## src/rtl/huffman_pkg.sv

```systemverilog
// Shared types and defaults for the Huffman decoder slice.
// Symbol alphabet, FSM states and field widths.
package huffman_pkg;

    localparam int N_SYM_DEF   = 8;
    localparam int MAX_LEN_DEF = 7;
    localparam int LEN_W       = 3;
    localparam int CHAR_W      = 3;

    typedef enum logic [1:0] {
        ST_IDLE   = 2'd0,
        ST_LOAD   = 2'd1,
        ST_DECODE = 2'd2
    } state_e;

    typedef enum logic [CHAR_W-1:0] {
        SYM_A = 3'd0,
        SYM_B = 3'd1,
        SYM_C = 3'd2,
        SYM_E = 3'd3,
        SYM_I = 3'd4,
        SYM_L = 3'd5,
        SYM_O = 3'd6,
        SYM_V = 3'd7
    } sym_e;

endpackage

```

## src/rtl/huffman_decoder_if.sv

```systemverilog
// Table-load, serial-bit and decoded-symbol bundle.
// master drives table/bits, slave is the decoder.
interface huffman_decoder_if
    import huffman_pkg::*;
#(
    parameter int MAX_LEN = MAX_LEN_DEF
);
    logic               tbl_valid;
    logic [MAX_LEN-1:0] tbl_code;
    logic [LEN_W-1:0]   tbl_len;
    logic               bit_valid;
    logic               bit_in;
    logic               bit_last;
    logic               out_valid;
    logic [CHAR_W-1:0]  out_char;
    logic               out_last;
    logic               err;
    logic               busy;

    modport master (
        output tbl_valid, tbl_code, tbl_len,
        output bit_valid, bit_in, bit_last,
        input  out_valid, out_char, out_last,
        input  err, busy
    );

    modport slave (
        input  tbl_valid, tbl_code, tbl_len,
        input  bit_valid, bit_in, bit_last,
        output out_valid, out_char, out_last,
        output err, busy
    );
endinterface

```

## src/rtl/huff_match.sv

```systemverilog
// Combinational candidate-vs-table comparator.
// Returns hit and the lowest matching index.
module huff_match
    import huffman_pkg::*;
#(
    parameter int N_SYM   = N_SYM_DEF,
    parameter int MAX_LEN = MAX_LEN_DEF
) (
    input  logic [MAX_LEN-1:0] cand,
    input  logic [LEN_W-1:0]   cand_len,
    input  logic [MAX_LEN-1:0] code [N_SYM],
    input  logic [LEN_W-1:0]   len  [N_SYM],
    output logic               hit,
    output logic [CHAR_W-1:0]  idx
);
    logic [MAX_LEN-1:0] mask;

    // Only the low cand_len bits of a right-aligned code are significant.
    assign mask = ~({MAX_LEN{1'b1}} << cand_len);

    always_comb begin
        hit = 1'b0;
        idx = '0;
        for (int i = N_SYM - 1; i >= 0; i--) begin
            if (len[i] == cand_len &&
                ((code[i] ^ cand) & mask) == '0) begin
                hit = 1'b1;
                idx = CHAR_W'(i);
            end
        end
    end
endmodule

```

## src/rtl/huffman_decoder.sv

```systemverilog
// Table-driven serial Huffman decoder.
// Loads N_SYM codes, then decodes one symbol per completing bit.
module huffman_decoder
    import huffman_pkg::*;
#(
    parameter int N_SYM   = N_SYM_DEF,
    parameter int MAX_LEN = MAX_LEN_DEF
) (
    input logic              clk,
    input logic              rst_n,
    huffman_decoder_if.slave bus
);
    localparam int IDX_W = (N_SYM > 1) ? $clog2(N_SYM) : 1;

    localparam logic [1:0] IDLE   = ST_IDLE;
    localparam logic [1:0] LOAD   = ST_LOAD;
    localparam logic [1:0] DECODE = ST_DECODE;

    logic [1:0]         state;
    logic [IDX_W-1:0]   ent;
    logic [MAX_LEN-2:0] acc;
    logic [LEN_W-1:0]   cnt;
    logic [MAX_LEN-1:0] code_q [N_SYM];
    logic [LEN_W-1:0]   len_q  [N_SYM];

    logic [MAX_LEN-1:0] cand;
    logic [LEN_W-1:0]   cand_len;
    logic               hit;
    logic [CHAR_W-1:0]  hit_idx;
    logic               full;
    logic               last_ent;
    logic               tbl_wr;
    logic [IDX_W-1:0]   wr_idx;

    logic               out_valid_q;
    logic [CHAR_W-1:0]  out_char_q;
    logic               out_last_q;
    logic               err_q;

    assign cand     = {acc, bus.bit_in};
    assign cand_len = cnt + 1'b1;
    assign full     = (cand_len == LEN_W'(MAX_LEN));
    assign last_ent = (ent == IDX_W'(N_SYM - 1));
    assign tbl_wr   = bus.tbl_valid &&
                      (state == IDLE || state == LOAD);
    assign wr_idx   = (state == IDLE) ? '0 : ent;

    huff_match #(
        .N_SYM   (N_SYM),
        .MAX_LEN (MAX_LEN)
    ) u_match (
        .cand     (cand),
        .cand_len (cand_len),
        .code     (code_q),
        .len      (len_q),
        .hit      (hit),
        .idx      (hit_idx)
    );

    always_ff @(posedge clk or negedge rst_n) begin
        if (!rst_n) begin
            for (int i = 0; i < N_SYM; i++) begin
                code_q[i] <= '0;
                len_q[i]  <= '0;
            end
        end else if (tbl_wr) begin
            code_q[wr_idx] <= bus.tbl_code;
            len_q[wr_idx]  <= bus.tbl_len;
        end
    end

    always_ff @(posedge clk or negedge rst_n) begin
        if (!rst_n) begin
            state       <= IDLE;
            ent         <= '0;
            acc         <= '0;
            cnt         <= '0;
            out_valid_q <= 1'b0;
            out_char_q  <= '0;
            out_last_q  <= 1'b0;
            err_q       <= 1'b0;
        end else begin
            out_valid_q <= 1'b0;
            out_char_q  <= '0;
            out_last_q  <= 1'b0;
            err_q       <= 1'b0;
            unique case (state)
                IDLE: begin
                    if (bus.tbl_valid) begin
                        ent   <= IDX_W'(1);
                        state <= (N_SYM == 1) ? DECODE : LOAD;
                    end
                end
                LOAD: begin
                    if (bus.tbl_valid) begin
                        if (last_ent) begin
                            ent   <= '0;
                            state <= DECODE;
                        end else begin
                            ent <= ent + 1'b1;
                        end
                    end
                end
                DECODE: begin
                    if (bus.bit_valid) begin
                        if (hit) begin
                            out_valid_q <= 1'b1;
                            out_char_q  <= hit_idx;
                            out_last_q  <= bus.bit_last;
                            acc         <= '0;
                            cnt         <= '0;
                        end else if (bus.bit_last || full) begin
                            err_q <= 1'b1;
                            acc   <= '0;
                            cnt   <= '0;
                        end else begin
                            acc <= cand[MAX_LEN-2:0];
                            cnt <= cand_len;
                        end
                        if (bus.bit_last) begin
                            state <= IDLE;
                        end
                    end
                end
                default: state <= IDLE;
            endcase
        end
    end

    assign bus.out_valid = out_valid_q;
    assign bus.out_char  = out_char_q;
    assign bus.out_last  = out_last_q;
    assign bus.err       = err_q;
    assign bus.busy      = (state != IDLE);

endmodule

```

## src/flat_wrapper.sv

```systemverilog
// flat-port wrapper written by rule: the top's interface ports become plain ports
module huffman_decoder_flat import huffman_pkg::*;
#(
    parameter int N_SYM   = N_SYM_DEF,
    parameter int MAX_LEN = MAX_LEN_DEF
)
  (clk, rst_n, bus_tbl_valid, bus_tbl_code, bus_tbl_len, bus_bit_valid, bus_bit_in, bus_bit_last, bus_out_valid, bus_out_char, bus_out_last, bus_err, bus_busy);
  huffman_decoder_if #(.MAX_LEN(MAX_LEN)) bus_i ();
  input logic clk;
  input logic rst_n;
  input wire logic [$bits(bus_i.tbl_valid)-1:0] bus_tbl_valid;
  input wire logic [$bits(bus_i.tbl_code)-1:0] bus_tbl_code;
  input wire logic [$bits(bus_i.tbl_len)-1:0] bus_tbl_len;
  input wire logic [$bits(bus_i.bit_valid)-1:0] bus_bit_valid;
  input wire logic [$bits(bus_i.bit_in)-1:0] bus_bit_in;
  input wire logic [$bits(bus_i.bit_last)-1:0] bus_bit_last;
  output wire logic [$bits(bus_i.out_valid)-1:0] bus_out_valid;
  output wire logic [$bits(bus_i.out_char)-1:0] bus_out_char;
  output wire logic [$bits(bus_i.out_last)-1:0] bus_out_last;
  output wire logic [$bits(bus_i.err)-1:0] bus_err;
  output wire logic [$bits(bus_i.busy)-1:0] bus_busy;
  assign bus_i.tbl_valid = bus_tbl_valid;
  assign bus_i.tbl_code = bus_tbl_code;
  assign bus_i.tbl_len = bus_tbl_len;
  assign bus_i.bit_valid = bus_bit_valid;
  assign bus_i.bit_in = bus_bit_in;
  assign bus_i.bit_last = bus_bit_last;
  assign bus_out_valid = bus_i.out_valid;
  assign bus_out_char = bus_i.out_char;
  assign bus_out_last = bus_i.out_last;
  assign bus_err = bus_i.err;
  assign bus_busy = bus_i.busy;
  huffman_decoder #(.N_SYM(N_SYM), .MAX_LEN(MAX_LEN)) u_core (.clk(clk), .rst_n(rst_n), .bus(bus_i));
endmodule
```

## config.mk

```make
export PLATFORM = sky130hd
export DESIGN_NAME = huffman_decoder_flat
export DESIGN_NICKNAME = d
export VERILOG_FILES = /design/src/rtl/huffman_pkg.sv /design/src/rtl/huffman_decoder_if.sv /design/src/rtl/huff_match.sv /design/src/rtl/huffman_decoder.sv /design/src/flat_wrapper.sv
export SDC_FILE = /design/constraint.sdc
export NUM_CORES = 1
export LEC_CHECK = 0
export CORE_AREA = 2 2 115 89
export CTS_CLUSTER_SIZE = 16
export DETAILED_ROUTE_END_ITERATION = 16
export DIE_AREA = 0 0 117 91
export PLACE_DENSITY = 0.76
export REMOVE_ABC_BUFFERS = 1
export SLEW_MARGIN = 40
export SYNTH_ARGS = -nofsm -noshare
export SYNTH_HDL_FRONTEND = slang
export SYNTH_SLANG_ARGS = --single-unit
```

## constraint.sdc

```tcl
create_clock -name clk -period 2.73 [get_ports clk]
set_clock_uncertainty 0.05 [all_clocks]
set_input_delay 0.4095 -clock clk [delete_from_list [all_inputs] [get_ports clk]]
set_output_delay 0.4095 -clock clk [all_outputs]
set_load 0.01 [all_outputs]
```

==> run metrics <==
leakage component of the power=2.68 nW; first-pass GRT wire length=18700 um; post-detailed-route wirelength per cell=19.7 um; RSZ-0062 raised after global routing=false; largest net degree at the start of global routing=54; clock-pin transition on the worst setup and hold timing paths=60 ps; count of flip-flops with a built-in enable after synthesis=0; count of inserted antenna diode cells=0; cell count after synthesis=419; layout cells sized above 1=25.9%; total standard cell area after synthesis=5170 um2; part of the cycle the worst path needs=a little over nine tenths; Post-Layout Inst Area=between 5000 and 6000 um2; area added between synthesis and finish=14.5%; smallest setup slack after layout=roughly 100 ps; overall global routing resource usage=23.5%; share of the synthesized netlist area taken by xor and xnor gates=13.6%; number of nets in the finished design=470; area of the core=9500 um2; pins over their slew limit=0; cell types with the largest area share after synthesis=dfrtp_1, mux2_2, xor2_1; global placer's final weighted congestion=0.923; max frequency=380 MHz; Total Power Consumption=5.93 mW; synthesized-area fraction occupied by ao, oa, aoi and oai cells=8.45%; initial standard-cell utilization of the core=54.4%; Post-synth ARST share=100%; clock tree from TritonCTS=done; Sink Count=100; die extent in x=117 um; critical path start-end classification=register to register; reported max-cap violation count=0; arrival time of data at the critical path endpoint=2810 ps; pre-CTS WS=-83.9 ps; Die Span Y=91 um; outcome=finished, final reports clean; Tightest Pin Transition=703 ps; total number of vias=3430; area enclosed by the die boundary=10600 um2; Worst-Skew Late Latency=350 ps; ys flop type=dfrtp_1; mux cell area share after synthesis=17.6%; post-route minimum period=between 2000 and 3000 ps; fraction of post-synthesis cell area in the top cell type by area=48.4%; pwr dens=roughly 1000 nW/um2; vias per inst=5.87; type of element capturing the critical path=register; detailed-placement wirelength estimate=8400 um; kind of launch point of the worst setup path=register; highest net fanout along the worst path=7; root buffer selected by CTS=clkbuf_16; average size of a mapped cell=12.3 um2; aggregate global routing overflow=0; headroom to the max-slew limit=a little over half; main combinational cell family by area after synthesis=multiplexers; number of H-tree levels=3; number of hold violations in the final report=0; register area=2500 um2; post-cts hold buffer count=0; Netlist cell types=49; number of global-route vias before repair=between 3k and 4k; synthesized-area fraction occupied by adder cells=between 1 and 1.5%; Seq cells post-synth=100; core occupancy in the finished layout=between 60 and 70%; router iterations before antenna repair=5; Post-Route Hold Slack=34.5 ps; CTS Buf Count=9; count of standard-cell rows=31; Hold Crit Class=input port to async pin; Placed Instance Area=5570 um2; final setup violation count=0; multi-input gate area in the final layout=between 2000 and 3000 um2; worst endpoint required time=2910 ps; Warnings, synthesis=0; post-route antenna net violation count=0; simple-gate share of the synthesized area=~7%; Buffers on Ports=22; DRC viols=0; violation count after the first detailed-routing iteration=roughly 220; Filler Cells Inserted=754; cell taking the most area after synthesis=dfrtp_1; peak ir drop on the vdd network=0.500 mV; initial antenna violation count=0; share of synthesized area occupied by flip-flops and latches=slightly below 50%; total wirelength of the detailed-routed design=11500 um; I/O pin cnt=23; buffers from clock root to sink, at most=2
through the flow:
step | setup TNS [ps] | std cells
2_1_floorplan | -3030 | 396
3_3_place_gp | -208 | 568
3_5_place_dp | -498 | 568
4_1_cts | 0 | 583
5_1_grt | 0 | 584
6_report | 0 | 584
metal layers:
| metal | track usage [%] | up-vias | share of wire (%) |
|---|---|---|---|
| met3 | 6.21 | 17 | 5.1 |
| li1 | - | 1547 | - |
| met2 | 34.2 | 94 | 45 |
| met4 | 5.98 | 0 | 1.6 |
| met5 | 0 | - | 0 |
| met1 | 34.9 | 1772 | 48 |
flip-flops by register name (all words and copies together) (netlist names):
name                  cells
u_core.code_q            56
u_core.len_q             24
u_core.acc                6
u_core.bus.out_char       3
u_core.cnt                3
u_core.ent                3
u_core.state              2
u_core.bus.err            1
u_core.bus.out_last       1
u_core.bus.out_valid      1
cell usage after synthesis (2+ instances only):
cell and instances:
mux2_2 67, buf_4 5, a22oi_1 9, nor2b_1 2, nand2_1 21, nor3_1 8
and2_1 2, dfrtp_1 100, ha_1 6, nand4_1 3, a222oi_1 4, a22o_1 7
a2111oi_0 3, o211a_1 3, inv_1 5, mux2_1 14, nor2_1 12, o2111ai_1 2
a21oi_1 5, nand3_1 7, a211oi_1 2, xor2_1 56, xnor2_1 24, or4b_1 2
buf_6 6, buf_2 4, clkbuf_1 8, o2111a_1 2, and3_1 4, o21ai_0 5
o21ai_1 3
logic make-up after synthesis:
group | Yosys count
AO/OA/AOI/OAI | 54
XOR/XNOR | 80
adder cells (fa/ha/maj) | 6
buffers and inverters | 29
flip-flops | 100
multiplexers | 81
AND/OR/NAND/NOR | 69
where the power goes:
group	total, mW	internal (mW)	switching (mW)	leakage [nW]
logic	2.05	1.15	0.901	1.30
clock network	1.28	0.757	0.527	0.145
registers	2.59	2.11	0.486	1.24
total	5.93	4.01	1.91	2.68
critical path: stages, from the launching register on:
cell and delay, ps:
dfrtp_1 390, ha_2 220, ha_2 220, inv_2 100, a222oi_1 480, o2111a_1 320, a22o_1 220, nor4_4 60
and3_2 260, a22o_1 190
cell type report:
cell class,instances,area share [%]
timing repair buffer,41,6.72
multi-input combinational,290,42.7
clock buffer,12,4.33
clock inverter,3,0.782
sequential,100,42.3
inverter,6,0.381
tap,132,2.79
worst paths after layout:
check                                         to            start  slack, ps  cells after the start
worst max-delay path               u_core.acc[1]    u_core.cnt[1]        100                      9
worst min-delay path            u_core.len_q[19]            rst_n         30                      1
worst max register to register     u_core.acc[1]    u_core.cnt[1]        100                      9
worst min register to register   u_core.len_q[3]  u_core.len_q[3]        470                      1
max in group asynchronous       u_core.code_q[2]            rst_n       1900                      2
min in group clk                 u_core.len_q[3]  u_core.len_q[3]        470                      1
placed cells by master (no fill, tap or decap), types with 4 or more instances in the layout:
cell type,instances
mux2_2,67
nor2_1,11
clkdlybuf4s50_1,21
buf_4,17
dfrtp_1,100
a22oi_1,9
inv_1,4
a222oi_1,4
xnor2_1,24
mux2_1,14
nand3_1,7
nor3_1,7
o21ai_0,5
xor2_1,56
a21oi_1,5
clkbuf_16,9
a22o_1,7
nand2_1,21
what timing repair did:
item                       CTS  global route
setup endpoints to repair    0            12
setup buffers                0             1
resized for setup            0            11
Note: power is estimated with default switching activity, not from simulation.
